### src/rtl/uart_cmd_pkg.sv
// ============================================================================
//  Module      : uart_cmd_pkg
//  Description : Shared widths, command record, scheduler state encoding and
//                default error byte for the UART command path.
//  Revision    : 1.0 - initial release
// ============================================================================
`default_nettype none

package uart_cmd_pkg;

    localparam int c_OPC_W  = 2;
    localparam int c_OPND_W = 3;
    localparam int c_RES_W  = 6;
    localparam int c_CMD_W  = c_OPC_W + 2 * c_OPND_W;

    // One buffered command as it travels from the RX parser to the ALU
    typedef struct packed {
        logic [c_OPC_W-1:0]  opcode;
        logic [c_OPND_W-1:0] op1;
        logic [c_OPND_W-1:0] op2;
    } cmd_t;

    typedef enum logic [2:0] {
        ST_IDLE     = 3'd0,
        ST_ISSUE    = 3'd1,
        ST_WAIT_ACK = 3'd2,
        ST_WAIT_RES = 3'd3,
        ST_SEND     = 3'd4,
        ST_WAIT_TX  = 3'd5
    } state_t;

    localparam logic [7:0] c_DEFAULT_ERR_BYTE = 8'hFF;

endpackage

`default_nettype wire

### src/rtl/cmd_fifo.sv
// ============================================================================
//  Module      : cmd_fifo
//  Description : Single-clock FIFO with extra-bit pointers; full/empty/level
//                are derived from the registered pointers only.
//  Revision    : 1.0 - initial release
// ============================================================================
`default_nettype none

module cmd_fifo #(
    parameter int DEPTH = 4,
    parameter int WIDTH = 8
) (
    input  logic                     clk,
    input  logic                     reset,
    input  logic                     push,
    input  logic                     pop,
    input  logic [WIDTH-1:0]         din,
    output logic [WIDTH-1:0]         dout,
    output logic                     full,
    output logic                     empty,
    output logic [$clog2(DEPTH):0]   level
);

    localparam int c_AW = $clog2(DEPTH);

    logic [WIDTH-1:0] r_mem [DEPTH];
    logic [c_AW:0]    r_wr_ptr;
    logic [c_AW:0]    r_rd_ptr;
    logic             w_push_en;
    logic             w_pop_en;

    // Full when the pointers differ only in the wrap bit
    assign full  = (r_wr_ptr[c_AW] != r_rd_ptr[c_AW]) &&
                   (r_wr_ptr[c_AW-1:0] == r_rd_ptr[c_AW-1:0]);
    assign empty = (r_wr_ptr == r_rd_ptr);
    assign level = r_wr_ptr - r_rd_ptr;
    assign dout  = r_mem[r_rd_ptr[c_AW-1:0]];

    // A push while full is refused even if a pop happens in the same cycle
    assign w_push_en = push && !full;
    assign w_pop_en  = pop && !empty;

    // Pointer update; the extra bit makes the natural wrap modulo 2*DEPTH
    always_ff @(posedge clk or negedge reset) begin
        if (!reset) begin
            r_wr_ptr <= '0;
            r_rd_ptr <= '0;
        end else begin
            if (w_push_en) r_wr_ptr <= r_wr_ptr + 1'b1;
            if (w_pop_en)  r_rd_ptr <= r_rd_ptr + 1'b1;
        end
    end

    // Storage array; contents are don't-care until written
    always_ff @(posedge clk) begin
        if (w_push_en) r_mem[r_wr_ptr[c_AW-1:0]] <= din;
    end

endmodule

`default_nettype wire

### src/rtl/alu_cmd_scheduler.sv
// ============================================================================
//  Module      : alu_cmd_scheduler
//  Description : Buffers parsed UART commands, issues them one at a time to
//                the shared ALU, and returns each result (or an error byte on
//                timeout) to the UART transmitter.
//  Revision    : 1.0 - initial release
// ============================================================================
`default_nettype none

module alu_cmd_scheduler
    import uart_cmd_pkg::*;
#(
    parameter int         FIFO_DEPTH  = 4,
    parameter int         ACK_TIMEOUT = 16,
    parameter logic [7:0] ERR_BYTE    = c_DEFAULT_ERR_BYTE
) (
    input  logic                          clk,
    input  logic                          reset,
    input  logic                          rx_cmd_valid,
    input  logic [1:0]                    rx_opcode,
    input  logic [2:0]                    rx_op1,
    input  logic [2:0]                    rx_op2,
    output logic                          rx_cmd_ready,
    output logic                          alu_cmd_valid,
    output logic [1:0]                    alu_opcode,
    output logic [2:0]                    alu_op1,
    output logic [2:0]                    alu_op2,
    input  logic                          alu_cmd_ack,
    input  logic                          alu_start_tx,
    input  logic [5:0]                    alu_result,
    output logic                          tx_start,
    output logic [7:0]                    tx_data,
    input  logic                          tx_done,
    output logic                          busy,
    output logic [$clog2(FIFO_DEPTH):0]   fifo_level,
    output logic [7:0]                    err_count
);

    localparam logic [7:0] c_TMO_LAST = 8'(ACK_TIMEOUT - 1);

    state_t              r_state;
    state_t              w_next_state;
    cmd_t                r_cmd;
    logic [7:0]          r_timer;
    logic [7:0]          r_tx_data;
    logic [7:0]          r_err_count;
    logic                r_alu_cmd_valid;
    logic                r_tx_start;
    logic                r_busy;

    logic [c_CMD_W-1:0]  w_fifo_din;
    logic [c_CMD_W-1:0]  w_fifo_dout;
    logic                w_fifo_full;
    logic                w_fifo_empty;
    logic                w_pop;
    logic                w_timer_clr;
    logic                w_capture;
    logic                w_load_err;

    assign w_fifo_din = {rx_opcode, rx_op1, rx_op2};

    cmd_fifo #(
        .DEPTH (FIFO_DEPTH),
        .WIDTH (c_CMD_W)
    ) u_cmd_fifo (
        .clk   (clk),
        .reset (reset),
        .push  (rx_cmd_valid),
        .pop   (w_pop),
        .din   (w_fifo_din),
        .dout  (w_fifo_dout),
        .full  (w_fifo_full),
        .empty (w_fifo_empty),
        .level (fifo_level)
    );

    // State register
    always_ff @(posedge clk or negedge reset) begin
        if (!reset) r_state <= ST_IDLE;
        else        r_state <= w_next_state;
    end

    // Next-state and per-cycle control; ack outranks a coincident timeout
    always_comb begin
        w_next_state = r_state;
        w_pop        = 1'b0;
        w_timer_clr  = 1'b0;
        w_capture    = 1'b0;
        w_load_err   = 1'b0;
        case (r_state)
            ST_IDLE: begin
                if (!w_fifo_empty) begin
                    w_pop        = 1'b1;
                    w_next_state = ST_ISSUE;
                end
            end
            ST_ISSUE: begin
                w_timer_clr  = 1'b1;
                w_next_state = ST_WAIT_ACK;
            end
            ST_WAIT_ACK: begin
                if (alu_cmd_ack) begin
                    w_timer_clr = 1'b1;
                    if (alu_start_tx) begin
                        w_capture    = 1'b1;
                        w_next_state = ST_SEND;
                    end else begin
                        w_next_state = ST_WAIT_RES;
                    end
                end else if (r_timer == c_TMO_LAST) begin
                    w_load_err   = 1'b1;
                    w_next_state = ST_SEND;
                end
            end
            ST_WAIT_RES: begin
                if (alu_start_tx) begin
                    w_capture    = 1'b1;
                    w_next_state = ST_SEND;
                end else if (r_timer == c_TMO_LAST) begin
                    w_load_err   = 1'b1;
                    w_next_state = ST_SEND;
                end
            end
            ST_SEND: begin
                w_next_state = ST_WAIT_TX;
            end
            ST_WAIT_TX: begin
                if (tx_done) w_next_state = ST_IDLE;
            end
            default: begin
                w_next_state = ST_IDLE;
            end
        endcase
    end

    // Datapath: command register, timer, TX byte, error counter, registered outputs
    always_ff @(posedge clk or negedge reset) begin
        if (!reset) begin
            r_cmd           <= '0;
            r_timer         <= '0;
            r_tx_data       <= '0;
            r_err_count     <= '0;
            r_alu_cmd_valid <= 1'b0;
            r_tx_start      <= 1'b0;
            r_busy          <= 1'b0;
        end else begin
            if (w_pop) r_cmd <= cmd_t'(w_fifo_dout);

            if (w_timer_clr)
                r_timer <= '0;
            else if (r_state == ST_WAIT_ACK || r_state == ST_WAIT_RES)
                r_timer <= r_timer + 8'd1;

            if (w_capture)
                r_tx_data <= {2'b00, alu_result};
            else if (w_load_err)
                r_tx_data <= ERR_BYTE;

            if (w_load_err && r_err_count != 8'hFF)
                r_err_count <= r_err_count + 8'd1;

            // Valid tracks residency in WAIT_ACK, so it rises out of ISSUE
            // and falls on the edge that leaves WAIT_ACK
            r_alu_cmd_valid <= (w_next_state == ST_WAIT_ACK);
            r_tx_start      <= (r_state == ST_SEND);
            r_busy          <= (w_next_state != ST_IDLE);
        end
    end

    assign rx_cmd_ready  = !w_fifo_full;
    assign alu_cmd_valid = r_alu_cmd_valid;
    assign alu_opcode    = r_cmd.opcode;
    assign alu_op1       = r_cmd.op1;
    assign alu_op2       = r_cmd.op2;
    assign tx_start      = r_tx_start;
    assign tx_data       = r_tx_data;
    assign busy          = r_busy;
    assign err_count     = r_err_count;

endmodule

`default_nettype wire

### config.mk
export PLATFORM = sky130hd
export DESIGN_NAME = alu_cmd_scheduler
export DESIGN_NICKNAME = d
export VERILOG_FILES = /design/src/rtl/uart_cmd_pkg.sv /design/src/rtl/cmd_fifo.sv /design/src/rtl/alu_cmd_scheduler.sv
export SDC_FILE = /design/constraint.sdc
export NUM_CORES = 1
export LEC_CHECK = 0
export BUFFER_PORTS_ARGS = -buffer_cell sky130_fd_sc_hd__buf_2
export CAP_MARGIN = 40
export CORE_UTILIZATION = 45
export DETAILED_ROUTE_END_ITERATION = 8
export HOLD_SLACK_MARGIN = 0.1
export MAX_ROUTING_LAYER = met4
export PLACE_DENSITY = 0.69
export RECOVER_POWER = 100
export SYNTH_ARGS = -nofsm -noshare
export SYNTH_HDL_FRONTEND = slang
export SYNTH_HIERARCHICAL = 1
export SYNTH_SLANG_ARGS = --single-unit
### constraint.sdc
create_clock -name clk -period 2.8 [get_ports clk]
set_clock_uncertainty 0.1 [all_clocks]
set_input_delay 0.42 -clock clk [delete_from_list [all_inputs] [get_ports clk]]
set_output_delay 0.42 -clock clk [all_outputs]
set_load 0.005 [all_outputs]
# ---- After elaboration in Yosys (flattened, before gate mapping)
# Memories as Yosys holds them, arrays and structs flattened. A register that Yosys moved wholly into a read port is not among the register bits.
# Cells that the tools add are included.
# Widths: inputs -> output; s select.
dict set report totals {
  latch_bits 0
  romBits 0
  in_bits 20
  mem_count 1
  word_cells 62
  ram_bits 32
  reg_bits 36
}
# memory depth word_bits read_ports rd_ports_with_merged_regs write_ports line_no
set mem_list {}
lappend mem_list {u_cmd_fifo.r_mem 4 8 1 1 1 cmd_fifo.sv:26} ;# logic [WIDTH-1:0] r_mem [DEPTH];
dict set report classes {
  bitwise_logic 0
  n_div 0
  n_shift 0
  order_cmp 0
  n_addsub 5
  mux 24
  eq_ne 11
  reduce_logical 12
  multipliers 0
}
# cell n
set op_table {}
lappend op_table {{$mux 8} 4}
lappend op_table {{$mux 3} 6}
lappend op_table {{$pmux 3 s6} 1}
lappend op_table {{$add 8x1->8 const B} 2}
lappend op_table {{$mux 1} 10}
lappend op_table {{$eq 3x2->1 const B} 3}
lappend op_table {{$eq 8x4->1 const B} 1}
lappend op_table {{$ne 8x8->1 const B} 1}
lappend op_table {{$add 3x1->3 const B} 2}
lappend op_table {{$eq 3x3->1 const B} 2}
lappend op_table {{$pmux 1 s2} 3}
lappend op_table {{$logic_and 1x1->1} 4}
lappend op_table {{$reduce_bool 2->1} 2}
lappend op_table {{$eq 3x1->1 const B} 1}
lappend op_table {{$eq 3x3->1} 1}
lappend op_table {{$logic_not 1->1} 3}
lappend op_table {{$logic_not 3->1} 1}
lappend op_table {{$reduce_bool 3->1} 1}
lappend op_table {{$sub 3x3->3} 1}
lappend op_table {{$eq 2x2->1} 1}
lappend op_table {{$logic_or 1x1->1} 1}
lappend op_table {{$ne 1x1->1} 1}

# ---- Depth between registers and ports, before layout
# Gate-level depths: netlist of run 1.
dict set report logic_depth {
  depth_word 6
  mapped_depth 9
  ltp_nobuf 8
}

# ---- Modules after synthesis
# Netlist of run 1, hierarchy kept.
# module area_per_inst_um2 n_inst cells_per_inst
set modules_own_cells {}
lappend modules_own_cells {alu_cmd_scheduler 1764.2 1 147}
lappend modules_own_cells {cmd_fifo 1611.5 1 87}

# ---- Least setup slack after synthesis of run 1
# No wires, ideal clock.
dict set report synth_path {
  path_type {register to register}
  start {reg u_cmd_fifo.r_rd_ptr[1]}
  end {reg u_cmd_fifo.r_rd_ptr[1]}
  path_buffers 1
  path_stages_with_launch 9
  arrival_time_ns 2.181
  period_less_slack_ns 2.406
  setup_ns 0.125
  path_slack_ns 0.394
  path_cell_list {dfrtp_1 clkbuf_1 inv_1 ha_1 nand2_1 nor2_1 nor4_4 o21ai_2 mux2_4}
}
dict set report synth_between {
  elab_chain_cells 4
}
# element line_no
set synth_rtl {}
lappend synth_rtl {{start: declaration} cmd_fifo.sv:28} ;# logic [c_AW:0] r_rd_ptr;
lappend synth_rtl {{start signal: assignment} cmd_fifo.sv:50} ;# if (w_pop_en) r_rd_ptr <= r_rd_ptr + 1'b1;
lappend synth_rtl {{$eq 3x3->1} cmd_fifo.sv:35} ;# assign empty = (r_wr_ptr == r_rd_ptr);
lappend synth_rtl {{named net w_fifo_empty} alu_cmd_scheduler.sv:54} ;# logic w_fifo_empty;
lappend synth_rtl {{$mux 1} alu_cmd_scheduler.sv:92} ;# if (!w_fifo_empty) begin
lappend synth_rtl {{$mux 1} alu_cmd_scheduler.sv:90} ;# case (r_state)
lappend synth_rtl {{named net w_pop} alu_cmd_scheduler.sv:55} ;# logic w_pop;
lappend synth_rtl {{$logic_and 1x1->1} cmd_fifo.sv:41} ;# assign w_pop_en = pop && !empty;
# The timed path passes the listed nets, and every way through them passes these cells.
# A chain may end at the register's enable or synchronous reset.

# ---- Final worst setup path of run 1
dict set report layout_path {
  start {reg u_cmd_fifo.r_wr_ptr[0]}
  end {out fifo_level[2]}
}
dict set report layout_between {
  elab_chain_cells 1
}
# element line_no
set layout_rtl {}
lappend layout_rtl {{start: declaration} cmd_fifo.sv:27} ;# logic [c_AW:0] r_wr_ptr;
lappend layout_rtl {{start signal: assignment} cmd_fifo.sv:49} ;# if (w_push_en) r_wr_ptr <= r_wr_ptr + 1'b1;
lappend layout_rtl {{$sub 3x3->3} cmd_fifo.sv:36} ;# assign level = r_wr_ptr - r_rd_ptr;
lappend layout_rtl {{end: declaration} alu_cmd_scheduler.sv:35} ;# output logic [$clog2(FIFO_DEPTH):0] fifo_level,
# No other way between the ends.

==> results.sh, run 1 <==
export IMPL_status="complete, no violations"
export IMPL_port_buffers=50
export IMPL_slew_headroom=0.389
export IMPL_place_inst=381
export IMPL_cts_buffer_depth=2
export IMPL_hold_viol=0
export IMPL_synth_top_area_frac=0.319
export IMPL_combPwrFrac=0.380
export IMPL_worst_path_largest_cell_delay_ns=0.42
export IMPL_rows=31
export IMPL_first_global_vias=1927
export IMPL_clock_root_buffer="clkbuf_8"
export IMPL_power_net_switching_uw=1350
export IMPL_yosys_warnings=6
export IMPL_synth_mux_area_frac=0.102
export IMPL_cts_clk_slew_worst_paths_ns=0.08
export IMPL_synth_distinct_cells=56
export IMPL_drtAntennaViolNets=0
export IMPL_synthArstFlopShare=0.573
export IMPL_crit_fanout=4
export IMPL_max_freq_ghz=0.433
export IMPL_synth_adder_area_share=0.0393
export IMPL_nNetsFinal=324
export IMPL_antenna_cells=0
export IMPL_final_cell_count_no_fill=398
export IMPL_post_dp_hpwl_um=4220
export IMPL_crit_chain="inv_1 -> ha_1 -> inv_1 -> fa_1 -> xnor2_1 -> clkbuf_2"
export IMPL_crit_top_cell="inv_1"
export IMPL_worst_pin_slew_ns=0.916
export IMPL_cp_top_family="adder cells"
export IMPL_synth_top_area_cell="dfrtp_1"
export IMPL_hold_path_class="input pin to register"
export IMPL_synthesis_nets=264
export IMPL_grt_max_degree=38
export IMPL_cts_setup_buffers=0
export IMPL_synth_top_family_by_area="simple AND/OR/NAND/NOR gates"
export IMPL_drive_gt1_frac=0.264
export IMPL_cp_arrival_ns=1.79
export IMPL_final_cell_mix="43 x dfrtp_1, 32 x edfxtp_1, 27 x buf_2"
export IMPL_die_x_um=88.6
export IMPL_startpoint_type="register"
export IMPL_crit_type="register to output port"
export IMPL_place_congestion=0.880
export IMPL_cp_end_kind="output port"
export IMPL_slowest_stage="dfrtp_1"
export IMPL_gr_total_overflow=0
export IMPL_dr_pass1_iters=4
export IMPL_finalSetupTns_ns=0
export IMPL_cts_htree_levels=3
export IMPL_synth_edf_count=32
export IMPL_synth_top_flop_cell="dfrtp_1"
export IMPL_wl_per_cell_um=15.3
export IMPL_path_buf_inv=3
export IMPL_netlist_area_mm2=0.00338
export IMPL_cts_tree="built"
export IMPL_syn_inst=234
export IMPL_dp_slack_ns=0.576
export IMPL_p_leak_uw=0.00159
export IMPL_synth_seq_cells=75
export IMPL_synth_xor_area_frac=0.0411
export IMPL_grt_pass1_wl_um=9650
export IMPL_whs_ns=0.208
export IMPL_routed_wl_um=6070
export IMPL_area_growth_pct=13.9
export IMPL_period_minus_slack_ns=2.31
export IMPL_powerDensity_mw_per_mm2=1010
export IMPL_viasPerCell=5.17
export IMPL_clock_latency_ns=0.34
export IMPL_chipHeight_um=88.6
export IMPL_ys_top_cells_by_area="dfrtp_1 32%, edfxtp_1 28%, mux4_2 5.3%, ha_1 3.3%, mux2_2 3.3%"
export IMPL_cap_violations=0
export IMPL_drcViolationCount=0
export IMPL_drt_initial_drc_count=80
export IMPL_period_share=0.825
export IMPL_antenna_found_initial=0
export IMPL_seq_power_share=0.435
export IMPL_synth_compound_area_share=0.0686
export IMPL_start_util=0.465
export IMPL_dieArea_mm2=0.00785
export IMPL_synthSimpleGateAreaFrac=0.118
export IMPL_swShare=0.347
export IMPL_clock_sinks=75
export IMPL_final_common_cell="dfrtp_1"
export IMPL_seq_area_frac_synth=0.603
export IMPL_slew_violations=0
export IMPL_syn_area_per_cell_um2=14.4
export IMPL_final_setup_viol_count=0
export IMPL_intPower_uw=2540
export IMPL_ir_drop_v=0.000729
export IMPL_track_usage=0.178
export IMPL_io_pins=51
export IMPL_worst_slack_ns=0.490
export IMPL_worstPathRequired_ns=2.28
export IMPL_clkPwrFrac=0.184
export IMPL_coreArea_mm2=0.00725
export IMPL_cts_buffers=9
export IMPL_rsz0062_at_grt="false"
export IMPL_num_vias=2059
final cells by class:
cell class / instances / area, µm²
Multi-Input combinational cell: 143 / 1220
Tap cell: 99 / 124
Clock buffer: 9 / 124
Clock inverter: 7 / 45.0
Sequential cell: 75 / 2040
Timing Repair Buffer: 55 / 260
Inverter: 10 / 37.5
Fill cell: 644 / 3410
flip-flops by register name, indices dropped and copies added, names as in the netlist:
name and flops:
u_cmd_fifo/r_rd_ptr 3, alu_opcode 2, u_cmd_fifo/r_wr_ptr 3, r_timer 8, r_state 3, tx_data 7
alu_cmd_valid 1, alu_op2 3, busy 1, err_count 8, alu_op1 3, u_cmd_fifo/r_mem 32
tx_start 1
cell usage after synthesis, types with 2 or more instances:
library cell	number
nand3_2	2
nor4_1	3
nor2_1	12
edfxtp_1	32
a21oi_1	7
nand2_1	11
nand4_1	2
or2b_2	4
mux4_2	8
a31oi_1	2
mux2_4	2
mux2_2	10
nor3_1	5
xor2_1	6
ha_1	9
clkbuf_8	2
and3_1	6
o21ai_0	4
and2_1	2
inv_1	10
o22a_1	6
nand3_1	6
xnor2_1	8
dfrtp_1	43
worst reg2reg max path, stage by stage (launching register included):
cell,delay [ns]
dfrtp_1,0.43
nor4_1,0.42
nand3_1,0.36
nor3_1,0.46
mux2_1,0.37
power groups by stage:
stage / clock [µW] / sequential (µW) / combinational (µW)
floorplan: 0 / 1640 / 1160
global placement: 0 / 1700 / 1510
detailed placement: 0 / 1720 / 1550
CTS: 735 / 1690 / 1560
global route: 780 / 1740 / 1640
finish: 714 / 1690 / 1480
cells by family (layout without fill, tap and decap cells):
family                   after synthesis  after routing
AND/OR/NAND/NOR                       65             65
flip-flops                            75             75
adder cells (fa/ha/maj)               10             10
buffers and inverters                 16             81
XOR/XNOR                              15             15
AO/OA/AOI/OAI                         31             31
multiplexers                          22             22
path summary, 6_finish.rpt:
check	slack, ns	startpoint	to	depth (start not counted)
setup / recovery	0.49	u_cmd_fifo/r_wr_ptr[0]$_DFFE_PN0P_	fifo_level[2]	6
hold / removal	0.21	alu_result[3]	tx_data[3]$_DFFE_PN0P_	2
setup reg to reg	0.53	r_timer[4]$_DFFE_PN0P_	err_count[1]$_DFFE_PN0P_	4
hold reg to reg	0.39	err_count[6]$_DFFE_PN0P_	err_count[6]$_DFFE_PN0P_	1
max in group asynchronous	0.94	reset	busy$_DFF_PN0_	3
min in group asynchronous	0.42	reset	alu_opcode[0]$_DFFE_PN0P_	2
routing by layer:
layer / track usage / vias to the layer above / wire length, µm
met3: 0.0336 / 7 / 251
met2: 0.252 / 55 / 2860
met5: - / - / 0
met1: 0.244 / 1016 / 2880
met4: 0.0924 / 0 / 86
li1: - / 981 / -
timing repair:
item	CTS	global route
hold buffers	1	0
endpoints found under the hold margin	16	0
gates resized for setup	0	0
through the flow:
step	instance area (µm²)	utilization	total power (µW)
CTS	3920	0.540	3990
global placement	3720	0.513	3210
detailed placement	3740	0.515	3270
global route	3840	0.530	4160
floorplan	3380	-	2790
finish	3840	0.530	3880
No activity file was read; power rests on OpenSTA's default activity.
==> run 2, diff against run 1 <==
--- a/config.mk
+++ b/config.mk
@@ -11,7 +11,7 @@
 export DETAILED_ROUTE_END_ITERATION = 8
 export HOLD_SLACK_MARGIN = 0.1
 export MAX_ROUTING_LAYER = met4
-export PLACE_DENSITY = 0.69
+export PLACE_DENSITY = 0.72
 export RECOVER_POWER = 100
 export SYNTH_ARGS = -nofsm -noshare
 export SYNTH_HDL_FRONTEND = slang
==> constraint.sdc (replaced) <==
create_clock -name clk -period 2 [get_ports clk]
set_clock_uncertainty 0.1 [all_clocks]
set_input_delay 0.3 -clock clk [delete_from_list [all_inputs] [get_ports clk]]
set_output_delay 0.3 -clock clk [all_outputs]
set_load 0.005 [all_outputs]
==> run 2 against run 1 <==
Against the previous run:
- total power is 60% higher
- hold slack worse by 0.085 ns
- routed wire length is 5.6% higher
- worst setup slack worse by 0.48 ns
- die area stayed put
- utilization is 5.9 points higher
- count of clock-buffer cells in the layout is 1 higher
- via count is 7.8% higher
- critical path depth is 1 lower
- sequential cell count stayed put
- final area is 11% higher
- clock power is 57% higher
- critical endpoint is now fifo_level[1]
- largest cell class unchanged
==> results.sh, run 2 (synthesized netlist as in run 1, its figures left out) <==
export IMPL_largest_register_ffs=32
export IMPL_place_congestion=0.826
export IMPL_dieArea_mm2=0.00785
export IMPL_clock_latency_ns=0.34
export IMPL_routed_wl_um=6420
export IMPL_drtAntennaViolNets=0
export IMPL_viasPerCell=5.09
export IMPL_crit_type="register to output port"
export IMPL_grt_util_met1=0.225
export IMPL_finalPower_uw=6200
export IMPL_dp_slack_ns=-0.0222
export IMPL_cts_buffers=9
export IMPL_coreArea_mm2=0.00725
export IMPL_grt_max_degree=27
export IMPL_num_vias=2220
export IMPL_slew_headroom=0.365
export IMPL_first_global_vias=2185
export IMPL_status="complete, no violations"
export IMPL_start_util=0.465
export IMPL_worst_slack_ns=0.00725
export IMPL_clock_sinks=75
export IMPL_powerDensity_mw_per_mm2=1450
export IMPL_gr_usage_met3=0.0401
export IMPL_period_share=0.996
export IMPL_chipHeight_um=88.6
export IMPL_area_growth_pct=26.5
export IMPL_nFillCells=607
export IMPL_rows=31
export IMPL_port_buffers=50
export IMPL_rsz0062_at_grt="true"
export IMPL_hold_viol=0
export IMPL_max_freq_ghz=0.502
export IMPL_drt_initial_drc_count=135
export IMPL_final_common_cell="dfrtp_1"
export IMPL_slew_violations=0
export IMPL_dr_pass1_iters=4
export IMPL_r2r_setup_slack_ns=0.06
export IMPL_drive_gt1_frac=0.323
export IMPL_cap_violations=0
export IMPL_cts_clk_slew_worst_paths_ns=0.08
export IMPL_die_x_um=88.6
export IMPL_p_leak_uw=0.00178
export IMPL_antenna_found_initial=0
export IMPL_crit_fanout=2
export IMPL_post_dp_hpwl_um=4330
export IMPL_nNetsFinal=362
export IMPL_top_usage_layer="met2"
export IMPL_cts_htree_levels=3
export IMPL_antenna_cells=0
export IMPL_cp_arrival_ns=1.59
export IMPL_drcViolationCount=0
export IMPL_hold_path_class="input pin to register"
export IMPL_cts_buffer_depth=2
export IMPL_cts_tree="built"
export IMPL_final_cell_mix="43 x dfrtp_1, 32 x edfxtp_1, 31 x clkbuf_1"
export IMPL_period_minus_slack_ns=1.99
export IMPL_clock_root_buffer="clkbuf_8"
export IMPL_grt_pass1_wl_um=10300
export IMPL_worstPathRequired_ns=1.60
export IMPL_gr_total_overflow=0
export IMPL_worst_pin_slew_ns=0.952
export IMPL_final_setup_viol_count=0
export IMPL_cp_end_kind="output port"
export IMPL_startpoint_type="register"
export IMPL_io_pins=51
export IMPL_grt_util_met2=0.297
export IMPL_wl_per_cell_um=14.7
export IMPL_ir_drop_v=0.00111
export IMPL_track_usage=0.186
-- run 2: changes by cell type in the layout (fill, tap and decap cells not counted), sizes merged --
| cell | delta |
|---|---|
| clkbuf | +11 |
| clkinvlp | -2 |
| inv | +1 |
| dlygate4sd3 | +14 |
| buf | +14 |
| bufinv | +1 |
| clkinv | -1 |
-- run 2: power breakdown --
group / internal (µW) / switching, µW
clock network: 579 / 539
registers: 2060 / 245
logic: 1490 / 1280
total: 4130 / 2070
-- run 2: repair_timing --
action | CTS | global route
cloned | 0 | 1
pin swaps | 4 | 3
endpoints found under the setup margin | 4 | 5
hold buffers | 15 | 0
endpoints found under the hold margin | 55 | 0
buffers inserted | 5 | 4
gates resized for setup | 4 | 2
-- run 2: critical path, cell delays in order (launching register included) --
cell and delay (ns):
dfrtp_1 0.40, inv_2 0.08, ha_4 0.12, inv_2 0.03, fa_2 0.51, buf_2 0.11
-- run 2: metal layers --
| metal | vias to the layer above | part of all wire |
|---|---|---|
| li1 | 1065 | - |
| met1 | 1095 | 0.43 |
| met5 | - | 0 |
| met3 | 6 | 0.036 |
| met4 | 0 | 0.014 |
| met2 | 54 | 0.52 |
-- run 2: final cells by class --
| type | instances | area (µm²) | area share |
|---|---|---|---|
| clock buffers | 10 | 128 | 0.0299 |
| clock inverters | 6 | 65.1 | 0.0152 |
| inverters | 10 | 40.0 | 0.00937 |
| multi-input cells | 143 | 1280 | 0.301 |
| flip-flops and latches | 75 | 2040 | 0.477 |
| well taps | 99 | 124 | 0.0290 |
| repair buffers | 93 | 593 | 0.139 |
-- run 2: final timing paths --
path                                                    start                         to  depth (start not counted)
min in group asynchronous                               reset             busy$_DFF_PN0_                          2
hold / removal                                   alu_start_tx     tx_data[6]$_DFFE_PN0P_                          2
setup / recovery           u_cmd_fifo/r_wr_ptr[0]$_DFFE_PN0P_              fifo_level[1]                          5
setup reg to reg                       r_timer[0]$_DFFE_PN0P_             busy$_DFF_PN0_                          5
hold reg to reg                        tx_data[1]$_DFFE_PN0P_     tx_data[1]$_DFFE_PN0P_                          1
max in group asynchronous                               reset  alu_opcode[0]$_DFFE_PN0P_                          3
-- run 2: metrics by stage --
| step | area (µm²) | utilization | cells | TNS, ns | hold slack (ns) |
|---|---|---|---|---|---|
| 4_1_cts | 4310 | 0.594 | 431 | -0.0432 | 0.101 |
| 2_1_floorplan | 3430 | - | 234 | -0.0912 | -0.0956 |
| 5_1_grt | 4270 | 0.589 | 436 | -0.596 | 0.118 |
| 6_report | 4270 | 0.589 | 436 | 0 | 0.123 |
| 3_3_place_gp | 3920 | 0.541 | 395 | 0 | 0.168 |
| 3_5_place_dp | 3920 | 0.541 | 395 | -0.0222 | 0.169 |
